--- src/rtl/m_memarb_if.sv ---
// Bundles the two requester ports and the single-port memory bus around m_memarb.
// slave = arbiter side; master = processor core plus memory side.
interface m_memarb_if #(
    parameter int P_AW = 12,
    parameter int P_DW = 32
);
    logic            w_req0;
    logic            w_req1;
    logic            w_we0;
    logic            w_we1;
    logic [P_AW-1:0] w_addr0;
    logic [P_AW-1:0] w_addr1;
    logic [P_DW-1:0] w_din0;
    logic [P_DW-1:0] w_din1;
    logic            w_gnt0;
    logic            w_gnt1;
    logic            w_vld0;
    logic            w_vld1;
    logic [P_DW-1:0] w_dout0;
    logic [P_DW-1:0] w_dout1;
    logic [P_AW-1:0] w_maddr;
    logic            w_mwe;
    logic [P_DW-1:0] w_mdin;
    logic [P_DW-1:0] w_mdout;
    logic            w_busy;

    modport slave (
        input  w_req0, w_req1, w_we0, w_we1, w_addr0, w_addr1, w_din0, w_din1, w_mdout,
        output w_gnt0, w_gnt1, w_vld0, w_vld1, w_dout0, w_dout1,
               w_maddr, w_mwe, w_mdin, w_busy
    );

    modport master (
        output w_req0, w_req1, w_we0, w_we1, w_addr0, w_addr1, w_din0, w_din1, w_mdout,
        input  w_gnt0, w_gnt1, w_vld0, w_vld1, w_dout0, w_dout1,
               w_maddr, w_mwe, w_mdin, w_busy
    );
endinterface

--- src/rtl/m_memarb.sv ---
// Two-port fetch/data arbiter for one single-port memory; `MEMARB_RR_EN selects round-robin (default: port 1 priority).
// Latency: combinational grant, access P_WAIT+1 cycles, vld/read data P_WAIT+2 cycles after grant.
// Backpressure: a request is held until its grant pulse; next grant overlaps the last access cycle.
module m_memarb #(
    parameter int P_AW   = 12,
    parameter int P_DW   = 32,
    parameter int P_WAIT = 0
) (
    input  logic      w_clk,
    input  logic      w_rst,
    m_memarb_if.slave bus
);
    typedef enum logic {IDLE, ACCESS} state_t;

    localparam logic [2:0] WAIT3 = 3'(P_WAIT);

    state_t          state_q, state_d;
    logic [2:0]      wcnt_q, wcnt_d;
    logic            last_q, last_d;
    logic            own_q, own_d;
    logic            we_q, we_d;
    logic [P_AW-1:0] addr_q, addr_d;
    logic [P_DW-1:0] din_q, din_d;
    logic [P_DW-1:0] dout0_q, dout0_d;
    logic [P_DW-1:0] dout1_q, dout1_d;
    logic            vld0_q, vld0_d;
    logic            vld1_q, vld1_d;

    logic            decide;
    logic            last_cyc;
    logic            gnt0_c, gnt1_c;
    logic            busy_c;

    always_ff @(posedge w_clk) begin
        if (w_rst) begin
            state_q <= IDLE;
            wcnt_q  <= 3'd0;
            last_q  <= 1'b1;
            own_q   <= 1'b0;
            we_q    <= 1'b0;
            addr_q  <= '0;
            din_q   <= '0;
            dout0_q <= '0;
            dout1_q <= '0;
            vld0_q  <= 1'b0;
            vld1_q  <= 1'b0;
        end else begin
            state_q <= state_d;
            wcnt_q  <= wcnt_d;
            last_q  <= last_d;
            own_q   <= own_d;
            we_q    <= we_d;
            addr_q  <= addr_d;
            din_q   <= din_d;
            dout0_q <= dout0_d;
            dout1_q <= dout1_d;
            vld0_q  <= vld0_d;
            vld1_q  <= vld1_d;
        end
    end

    always_comb begin
        decide   = (state_q == IDLE) || (wcnt_q == 3'd0);
        last_cyc = (state_q == ACCESS) && (wcnt_q == 3'd0);

        gnt0_c = 1'b0;
        gnt1_c = 1'b0;
        if (decide && !w_rst) begin
            if (bus.w_req0 && bus.w_req1) begin
`ifdef MEMARB_RR_EN
                gnt0_c = last_q;
                gnt1_c = !last_q;
`else
                gnt1_c = 1'b1;
`endif
            end else begin
                gnt0_c = bus.w_req0;
                gnt1_c = bus.w_req1;
            end
        end

        state_d = state_q;
        wcnt_d  = wcnt_q;
        last_d  = last_q;
        own_d   = own_q;
        we_d    = we_q;
        addr_d  = addr_q;
        din_d   = din_q;
        dout0_d = dout0_q;
        dout1_d = dout1_q;
        vld0_d  = 1'b0;
        vld1_d  = 1'b0;

        if (state_q == ACCESS && wcnt_q != 3'd0) begin
            wcnt_d = wcnt_q - 3'd1;
        end

        // Completion of the running access; writes leave the owner's read data untouched.
        if (last_cyc) begin
            if (own_q) begin
                vld1_d = 1'b1;
                if (!we_q) dout1_d = bus.w_mdout;
            end else begin
                vld0_d = 1'b1;
                if (!we_q) dout0_d = bus.w_mdout;
            end
        end

        if (decide) begin
            if (gnt0_c || gnt1_c) begin
                state_d = ACCESS;
                wcnt_d  = WAIT3;
                own_d   = gnt1_c;
                last_d  = gnt1_c;
                we_d    = gnt1_c ? bus.w_we1   : bus.w_we0;
                addr_d  = gnt1_c ? bus.w_addr1 : bus.w_addr0;
                din_d   = gnt1_c ? bus.w_din1  : bus.w_din0;
            end else begin
                state_d = IDLE;
            end
        end
    end

    // The write strobe is confined to the final access cycle and suppressed under reset.
    always_comb begin
        busy_c      = (state_q == ACCESS) && !w_rst;
        bus.w_busy  = busy_c;
        bus.w_maddr = '0;
        bus.w_mdin  = '0;
        bus.w_mwe   = 1'b0;
        if (busy_c) begin
            bus.w_maddr = addr_q;
            bus.w_mdin  = din_q;
            bus.w_mwe   = we_q && (wcnt_q == 3'd0);
        end
        bus.w_gnt0  = gnt0_c;
        bus.w_gnt1  = gnt1_c;
        bus.w_vld0  = vld0_q;
        bus.w_vld1  = vld1_q;
        bus.w_dout0 = dout0_q;
        bus.w_dout1 = dout1_q;
    end
endmodule

--- src/flat_wrapper.sv ---
// flat-port wrapper written by rule: the top's interface ports become plain ports
module m_memarb_flat 
#(
    parameter int P_AW   = 12,
    parameter int P_DW   = 32,
    parameter int P_WAIT = 0
)
  (w_clk, w_rst, bus_w_req0, bus_w_req1, bus_w_we0, bus_w_we1, bus_w_addr0, bus_w_addr1, bus_w_din0, bus_w_din1, bus_w_mdout, bus_w_gnt0, bus_w_gnt1, bus_w_vld0, bus_w_vld1, bus_w_dout0, bus_w_dout1, bus_w_maddr, bus_w_mwe, bus_w_mdin, bus_w_busy);
  m_memarb_if #(.P_AW(P_AW), .P_DW(P_DW)) bus_i ();
  input  logic w_clk;
  input  logic w_rst;
  input wire logic [$bits(bus_i.w_req0)-1:0] bus_w_req0;
  input wire logic [$bits(bus_i.w_req1)-1:0] bus_w_req1;
  input wire logic [$bits(bus_i.w_we0)-1:0] bus_w_we0;
  input wire logic [$bits(bus_i.w_we1)-1:0] bus_w_we1;
  input wire logic [$bits(bus_i.w_addr0)-1:0] bus_w_addr0;
  input wire logic [$bits(bus_i.w_addr1)-1:0] bus_w_addr1;
  input wire logic [$bits(bus_i.w_din0)-1:0] bus_w_din0;
  input wire logic [$bits(bus_i.w_din1)-1:0] bus_w_din1;
  input wire logic [$bits(bus_i.w_mdout)-1:0] bus_w_mdout;
  output wire logic [$bits(bus_i.w_gnt0)-1:0] bus_w_gnt0;
  output wire logic [$bits(bus_i.w_gnt1)-1:0] bus_w_gnt1;
  output wire logic [$bits(bus_i.w_vld0)-1:0] bus_w_vld0;
  output wire logic [$bits(bus_i.w_vld1)-1:0] bus_w_vld1;
  output wire logic [$bits(bus_i.w_dout0)-1:0] bus_w_dout0;
  output wire logic [$bits(bus_i.w_dout1)-1:0] bus_w_dout1;
  output wire logic [$bits(bus_i.w_maddr)-1:0] bus_w_maddr;
  output wire logic [$bits(bus_i.w_mwe)-1:0] bus_w_mwe;
  output wire logic [$bits(bus_i.w_mdin)-1:0] bus_w_mdin;
  output wire logic [$bits(bus_i.w_busy)-1:0] bus_w_busy;
  assign bus_i.w_req0 = bus_w_req0;
  assign bus_i.w_req1 = bus_w_req1;
  assign bus_i.w_we0 = bus_w_we0;
  assign bus_i.w_we1 = bus_w_we1;
  assign bus_i.w_addr0 = bus_w_addr0;
  assign bus_i.w_addr1 = bus_w_addr1;
  assign bus_i.w_din0 = bus_w_din0;
  assign bus_i.w_din1 = bus_w_din1;
  assign bus_i.w_mdout = bus_w_mdout;
  assign bus_w_gnt0 = bus_i.w_gnt0;
  assign bus_w_gnt1 = bus_i.w_gnt1;
  assign bus_w_vld0 = bus_i.w_vld0;
  assign bus_w_vld1 = bus_i.w_vld1;
  assign bus_w_dout0 = bus_i.w_dout0;
  assign bus_w_dout1 = bus_i.w_dout1;
  assign bus_w_maddr = bus_i.w_maddr;
  assign bus_w_mwe = bus_i.w_mwe;
  assign bus_w_mdin = bus_i.w_mdin;
  assign bus_w_busy = bus_i.w_busy;
  m_memarb #(.P_AW(P_AW), .P_DW(P_DW), .P_WAIT(P_WAIT)) u_core (.w_clk(w_clk), .w_rst(w_rst), .bus(bus_i));
endmodule
--- config.mk ---
export PLATFORM = sky130hd
export DESIGN_NAME = m_memarb_flat
export DESIGN_NICKNAME = d
export VERILOG_FILES = /design/src/rtl/m_memarb_if.sv /design/src/rtl/m_memarb.sv /design/src/flat_wrapper.sv
export SDC_FILE = /design/constraint.sdc
export NUM_CORES = 1
export LEC_CHECK = 0
export ABC_CLOCK_PERIOD_IN_PS = 2800
export CAP_MARGIN = 20
export CORE_MARGIN = 2
export CORE_UTILIZATION = 41
export DETAILED_ROUTE_END_ITERATION = 16
export GPL_TIMING_DRIVEN = 0
export HOLD_SLACK_MARGIN = 0.12
export PLACE_DENSITY = 0.8
export SLEW_MARGIN = 20
export SYNTH_ARGS = -nofsm -noshare
export SYNTH_HDL_FRONTEND = slang
export SYNTH_SLANG_ARGS = --single-unit
--- constraint.sdc ---
create_clock -name w_clk -period 2.8 [get_ports w_clk]
set_input_delay 0.56 -clock w_clk [delete_from_list [all_inputs] [get_ports w_clk]]
set_output_delay 0.56 -clock w_clk [all_outputs]
set_load 0.01 [all_outputs]
# Word level (Yosys, flattened, before mapping)
# Cells that the tools add are included.
[word_totals]
regBits = 116
output_inout_bits = 114
word_cells = 46
[op_classes]
reduce_logical = 15
n_mux = 16
bitwise_logic = 4
addsub = 1
[op_table]
columns = ["operator", "n"]
rows = [
  ["two-way mux 32 bit", 2],
  ["two-way mux 12 bit", 2],
  ["two-way mux 1 bit", 9],
  ["two-way mux 3 bit", 3],
  ["logical AND 1 bit", 6],
  ["AND reduction 3 bit", 2],
  ["inverter 1 bit", 4],
  ["zero test 3 bit", 1],
  ["nonzero test 3 bit", 1],
  ["subtractor 3 x 1 -> 3 bit, second input constant", 1],
  ["logical OR 1 bit", 2],
  ["AND reduction 2 bit", 1],
  ["OR reduction 2 bit", 1],
  ["zero test 1 bit", 1],
]

# Longest topological paths before layout
# Gate-level depths: netlist of run 1.
[logic_depth]
word_depth = 7
mapped_depth = 8
ltp_nobuf = 5

# Worst setup path after synthesis of run 1
# OpenSTA, ideal clock, no wires.
[synth_timing]
kind = "reg-to-output"
from = "reg u_core.wcnt_q[0]"
to = "out bus_w_gnt0"
required_time_ns = 2.240
t_arrival_ns = 1.590
path_slack_ns = 0.650
stages_incl_launch_ff = 7
path_cell_list = "dfxtp_1 inv_1 ha_1 nand2b_4 buf_6 a2111oi_4 buf_6"
[synth_between]
elab_chain_cells = 4
[synth_lines]
columns = ["item", "line", "text"]
rows = [
  ["start: declaration", "m_memarb.sv:18", "logic [2:0] wcnt_q, wcnt_d;"],
  ["start signal: assignment", "m_memarb.sv:49", "wcnt_q <= wcnt_d;"],
  ["zero test 3 bit", "m_memarb.sv:63", "decide = (state_q == IDLE) || (wcnt_q == 3'd0);"],
  ["logical OR 1 bit", "m_memarb.sv:63", ""],
  ["logical AND 1 bit", "m_memarb.sv:68", "if (decide && !w_rst) begin"],
  ["two-way mux 1 bit", "m_memarb.sv:68", ""],
  ["end: declaration", "flat_wrapper.sv:21", "output wire logic [$bits(bus_i.w_gnt0)-1:0] bus_w_gnt0;"],
]
# No other way between the ends.

# Worst setup path in the final report of run 1
[layout_timing]
from = "reg u_core.state_q"
to = "out bus_w_maddr[5]"
[layout_between]
elab_chain_cells = 2
[layout_lines]
columns = ["item", "line", "text"]
rows = [
  ["start: declaration", "m_memarb.sv:17", "state_t state_q, state_d;"],
  ["start signal: assignment", "m_memarb.sv:48", "state_q <= state_d;"],
  ["logical AND 1 bit", "m_memarb.sv:126", "busy_c = (state_q == ACCESS) && !w_rst;"],
  ["two-way mux 12 bit", "m_memarb.sv:131", "if (busy_c) begin"],
  ["end: declaration", "flat_wrapper.sv:27", "output wire logic [$bits(bus_i.w_maddr)-1:0] bus_w_maddr;"],
]
# No other way between the ends.

==> results.sh, run 1 <==
export IMPL_fillers=920
export IMPL_final_util=0.691
export IMPL_place_hpwl_um=12500
export IMPL_p_sw_frac=0.246
export IMPL_synth_edf_count=0
export IMPL_finalInstanceArea_um2=8340
export IMPL_grt_first_pass_wirelength_um=25600
export IMPL_cts_sinks=116
export IMPL_p_sw_mw=1.21
export IMPL_multi_input_area_um2=2160
export IMPL_path_class="reg -> out"
export IMPL_root_buffer="clkbuf_16"
export IMPL_cp_num_buf_inv=4
export IMPL_power_total_mw=4.92
export IMPL_worst_pin_slew_ns=0.513
export IMPL_num_antenna_cells=0
export IMPL_endpoint_kind="output pin"
export IMPL_syn_area_um2=5100
export IMPL_yosys_warnings=0
export IMPL_postCtsHoldBufs=0
export IMPL_synth_most_common_cell="nand2_1"
export IMPL_pin_count=240
export IMPL_grt_pass1_vias=5317
export IMPL_crit_top_cell="buf_2"
export IMPL_synth_top_cell_by_area="dfxtp_1"
export IMPL_placed_cell_area_um2=7690
export IMPL_finalMaxSlewViolations=0
export IMPL_fin_cells=1026
export IMPL_seq_area_um2=2320
export IMPL_grt_overflow=0
export IMPL_viasPerCell=5.10
export IMPL_coreArea_um2=12100
export IMPL_max_freq_mhz=370
export IMPL_wl_per_cell_um=16.2
export IMPL_power_density_nw_per_um2=590
export IMPL_ys_ff_latch=116
export IMPL_synth_common_cells="nand2_1 (142), dfxtp_1 (116), inv_1 (93), mux2i_1 (64), and3_1 (46)"
export IMPL_ys_types=33
export IMPL_avgSynthCellArea_um2=8.70
export IMPL_syn_nets=714
export IMPL_cts_buffers=17
export IMPL_arrival_ns=2.14
export IMPL_seqPwrFrac=0.380
export IMPL_grtUsageTotal=0.243
export IMPL_drt_total_wl_um=16600
export IMPL_dr_pass1_iters=6
export IMPL_die_w_um=115
export IMPL_critPathTopFamily="buffers and inverters"
export IMPL_gp_congestion=0.908
export IMPL_row_count=40
export IMPL_finalCritPeriodShare=0.966
export IMPL_dp_slack_ns=-0.488
export IMPL_die_area_um2=13300
export IMPL_die_h_um=115
export IMPL_synth_top_area_share=0.456
export IMPL_ir_worst_vdd_uv=400
export IMPL_dp_cells=992
export IMPL_nets=973
export IMPL_grt_antenna_before_repair=0
export IMPL_grt_max_degree=17
export IMPL_crit_slowest_cell="clkdlybuf4s50_1"
export IMPL_p_int_mw=3.71
export IMPL_cp_start_kind="flop"
export IMPL_p_comb_frac=0.171
export IMPL_clkPwrFrac=0.449
export IMPL_hold_class="reg -> reg"
export IMPL_synth_cells=586
export IMPL_drv_cap=0
export IMPL_cts_path_max_buffers=2
export IMPL_clk_latency_ns=0.41
export IMPL_max_stage_delay_ns=0.57
export IMPL_synth_area_top_cells="dfxtp_1 (46%), mux2i_1 (13%), nand2_1 (10%)"
export IMPL_hold_viol=0
export IMPL_path_clk_slew_ns=0.06
export IMPL_ant_nets=0
export IMPL_tritoncts="built"
export IMPL_min_period_ns=2.70
export IMPL_relSlewSlack=0.655
export IMPL_ctsHtreeMaxLevel=4
export IMPL_area_growth_pct=63.7
export IMPL_setup_violations_final=0
export IMPL_async_reset_ff_frac=0
export IMPL_drive_above_1_share=0.0828
export IMPL_clock_skew_ns=0.0106
export IMPL_path_cells="buf_2 > buf_2 > clkbuf_2 > and3_1 > clkdlybuf4s50_1"
export IMPL_power_leakage_nw=3.79
export IMPL_drt_iter0_drc=444
export IMPL_num_vias=5236
export IMPL_numPortBuffers=238
export IMPL_path_max_fanout=10
export IMPL_cp_data_required_time_ns=2.24
export IMPL_start_util=0.423
export IMPL_synth_ff_type="dfxtp_1"
export IMPL_drc=0
export IMPL_fin_ws_ns=0.0953
export IMPL_seq_area_frac_synth=0.456
export IMPL_run_status="finished, final reports clean"
[worst min-delay path: cells and delay by family, from the launching register on]
kind	cells	cell delay (ns)
flip-flops	1	0.30
multiplexers	1	0.05
AND/OR/NAND/NOR	1	0.05
[cell families after synthesis]
kind of cell               count (synthesis)  share of synthesized area
AOI/OAI and AO/OA                         56                      0.107
adders and majority gates                  2                    0.00491
DFF                                      116                      0.456
buffers and inverters                    143                      0.123
muxes                                     64                      0.126
and+or+nand+nor                          205                      0.184
[per-layer routing]
metal | track usage | wire (um)
met1 | 0.278 | 6490
met2 | 0.423 | 8100
met3 | 0.0769 | 1700
met4 | 0.0964 | 352
met5 | 0 | 0
[final timing paths]
kind / cells after the start / startpoint / to / slack (ns)
setup / recovery: 5 / u_core.state_q$_SDFFE_PP0P_ / bus_w_maddr[5] / 0.1
hold / removal: 2 / u_core.bus.w_dout0[19]$_SDFFE_PP0P_ / u_core.bus.w_dout0[19]$_SDFFE_PP0P_ / 0.45
setup reg to reg: 9 / u_core.wcnt_q[0]$_SDFF_PP0_ / u_core.din_q[21]$_SDFFE_PP0P_ / 0.79
hold reg to reg: 2 / u_core.bus.w_dout0[19]$_SDFFE_PP0P_ / u_core.bus.w_dout0[19]$_SDFFE_PP0P_ / 0.45
[layout by cell type, fill, tap and decap left out, types with 8 or more instances in the layout]
cell type	count
mux2i_1	64
inv_1	93
clkdlybuf4s50_1	236
clkbuf_2	8
a222oi_1	45
and3_1	46
clkbuf_16	17
nand2_1	142
dfxtp_1	116
buf_6	9
clkbuf_1	19
[stage by stage]
step / TNS (ns) / hold WS [ns]
floorplan: 0 / 0.457
global placement: -10.51 / 0.444
detailed placement: -11.36 / 0.448
CTS: 0 / 0.458
global route: -0.0348 / 0.477
finish: 0 / 0.453
[power groups by stage]
stage                     Combinational, mW  Sequential, mW  Clock [mW]
final                                 0.843            1.87        2.21
after floorplan                       0.376            1.90           0
after global routing                  0.909            1.88        2.31
after CTS                             0.843            1.86        2.24
after global placement                0.814            1.89           0
after detailed placement              0.832            1.90           0
[cell type report]
class | count | share of cell area
Timing Repair Buffer | 240 | 0.287
Sequential cell | 116 | 0.278
Multi-Input combinational cell | 327 | 0.259
Clock buffer | 20 | 0.0548
Inverter | 95 | 0.0429
Buffer | 48 | 0.0347
Tap cell | 168 | 0.0252
Clock inverter | 12 | 0.0183
[what timing repair did]
action	4_1_cts	5_1_grt
buffers inserted	2	0
hold endpoints to repair	0	0
resized for setup	17	5
setup endpoints to repair	41	13
pin swaps	1	0
[registers in the layout (all words and copies together), names as in the netlist]
signal              flops
u_core.bus.w_vld0       1
u_core.own_q            1
u_core.din_q           32
u_core.bus.w_dout1     32
u_core.we_q             1
u_core.state_q          1
u_core.wcnt_q           3
u_core.addr_q          12
u_core.bus.w_vld1       1
u_core.bus.w_dout0     32
Note: power is estimated with default switching activity, not from simulation.
==> inputs of run 2 (changes only) <==
ABC_CLOCK_PERIOD_IN_PS = 2690   (was 2800)
clock period = 2.69 ns   (was 2.8 ns; I/O delays follow)
==> run 2 against run 1 <==
  * Count of clock-buffer cells in the layout stayed put
  * Critical endpoint is now bus_w_mdin[9]
  * Setup slack worse by 0.021 ns
  * Sequential cell count is the same
  * Cell count about the same
==> results.sh, run 2 (synthesized netlist as in run 1, its figures left out) <==
export IMPL_grt_antenna_before_repair=0
export IMPL_hold_slack_ns=0.445
export IMPL_arrival_ns=2.08
export IMPL_worst_pin_slew_ns=0.514
export IMPL_crit_slowest_cell="clkdlybuf4s50_1"
export IMPL_viasPerCell=5.15
export IMPL_gp_congestion=0.908
export IMPL_cts_path_max_buffers=2
export IMPL_path_max_fanout=10
export IMPL_root_buffer="clkbuf_16"
export IMPL_ir_worst_vdd_uv=418
export IMPL_die_area_um2=13300
export IMPL_drc=0
export IMPL_area_growth_pct=64.4
export IMPL_wl_per_cell_um=16.3
export IMPL_max_freq_mhz=382
export IMPL_path_cells="clkbuf_4 > clkinv_2 > clkbuf_4 > clkbuf_4 > and3_1 > clkdlybuf4s50_1"
export IMPL_grt_overflow=0
export IMPL_run_status="finished, final reports clean"
export IMPL_numPortBuffers=238
export IMPL_pin_count=240
export IMPL_drv_cap=0
export IMPL_setup_violations_final=0
export IMPL_tritoncts="built"
export IMPL_drt_iter0_drc=465
export IMPL_place_hpwl_um=12500
export IMPL_dr_pass1_iters=6
export IMPL_num_antenna_cells=0
export IMPL_fin_ws_ns=0.0746
export IMPL_row_count=40
export IMPL_power_leakage_nw=3.82
export IMPL_drive_above_1_share=0.0861
export IMPL_hold_viol=0
export IMPL_relSlewSlack=0.655
export IMPL_final_cell_mix="clkdlybuf4s50_1 (235), nand2_1 (142), dfxtp_1 (116), inv_1 (92), mux2i_1 (64)"
export IMPL_min_period_ns=2.62
export IMPL_die_w_um=115
export IMPL_grt_pass1_vias=5329
export IMPL_cts_buffers=17
export IMPL_grtUsageTotal=0.244
export IMPL_ant_nets=0
export IMPL_die_h_um=115
export IMPL_start_util=0.423
export IMPL_path_class="in -> out"
export IMPL_cp_data_required_time_ns=2.15
export IMPL_reg2reg_slack_ns=0.76
export IMPL_grt_setup_unrepaired="false"
export IMPL_ctsHtreeMaxLevel=4
export IMPL_path_clk_slew_ns=0.05
export IMPL_cp_start_kind="input pin"
export IMPL_endpoint_kind="output pin"
export IMPL_grt_max_degree=17
export IMPL_num_vias=5290
export IMPL_hold_class="in -> reg"
export IMPL_clk_latency_ns=0.41
export IMPL_grt_first_pass_wirelength_um=25700
export IMPL_clock_skew_ns=0.0104
export IMPL_finalCritPeriodShare=0.972
export IMPL_power_density_nw_per_um2=612
export IMPL_crit_top_cell="clkbuf_4"
export IMPL_finalMaxSlewViolations=0
export IMPL_cts_sinks=116
export IMPL_drt_total_wl_um=16700
export IMPL_max_stage_delay_ns=0.56
export IMPL_dp_slack_ns=-0.554
export IMPL_nets=974
export IMPL_coreArea_um2=12100
export IMPL_layout_commonest_cell="clkdlybuf4s50_1"
run 2: worst max-delay path, delay by kind of cell:
kind / cells / cell delay [ns]
and+or+nand+nor: 1 / 0.21
buffers and inverters: 5 / 1.34
run 2: metrics by stage:
step	utilization	power, mW	TNS [ns]	area (um^2)	cells
final	0.694	5.12	0	8380	1027
after global routing	0.694	5.31	0	8380	1027
after CTS	0.692	5.16	0	8350	1027
after detailed placement	0.637	2.84	-13.60	7690	992
after global placement	0.637	2.82	-12.75	7690	992
after floorplan	-	2.37	0	5100	586
run 2: path summary, 6_finish.rpt:
kind                                            start                                  end  cells after the start
setup / recovery                                w_rst                        bus_w_mdin[9]                      6
hold / removal                                  w_rst          u_core.state_q$_SDFFE_PP0P_                      2
hold reg to reg   u_core.bus.w_dout0[19]$_SDFFE_PP0P_  u_core.bus.w_dout0[19]$_SDFFE_PP0P_                      2
setup reg to reg          u_core.wcnt_q[1]$_SDFF_PP0_        u_core.din_q[21]$_SDFFE_PP0P_                      9
run 2: power breakdown:
part           switching (mW)  total, mW  leakage (nW)  internal (mW)
Sequential             0.0782       1.94         0.954           1.87
Combinational           0.388      0.884          2.58          0.495
Clock                   0.792       2.30         0.289           1.50
Total                    1.26       5.12          3.82           3.87
run 2: repair_timing:
item,4_1_cts,5_1_grt
pin swaps,2,0
endpoints found under the hold margin,0,0
endpoints found under the setup margin,42,41
gates resized for setup,20,17
cloned,0,0
setup buffers,3,0
hold buffers,0,0
run 2: final cells by class:
class	instances	area [um^2]
multi-input combinational	327	2170
timing repair buffer	241	2410
clock buffer	20	457
inverter	95	358
sequential	116	2320
tap	168	210
clock inverter	12	153
fill	914	3690
buffer	48	303
run 2: routing by layer:
| layer | track usage | part of all wire | vias to the layer above | wire [um] |
|---|---|---|---|---|
| met3 | 0.0769 | 0.10 | 38 | 1690 |
| li1 | - | - | 2488 | - |
| met4 | 0.0972 | 0.024 | 0 | 395 |
| met5 | 0 | 0 | - | 0 |
| met2 | 0.425 | 0.48 | 304 | 8010 |
| met1 | 0.280 | 0.40 | 2460 | 6630 |
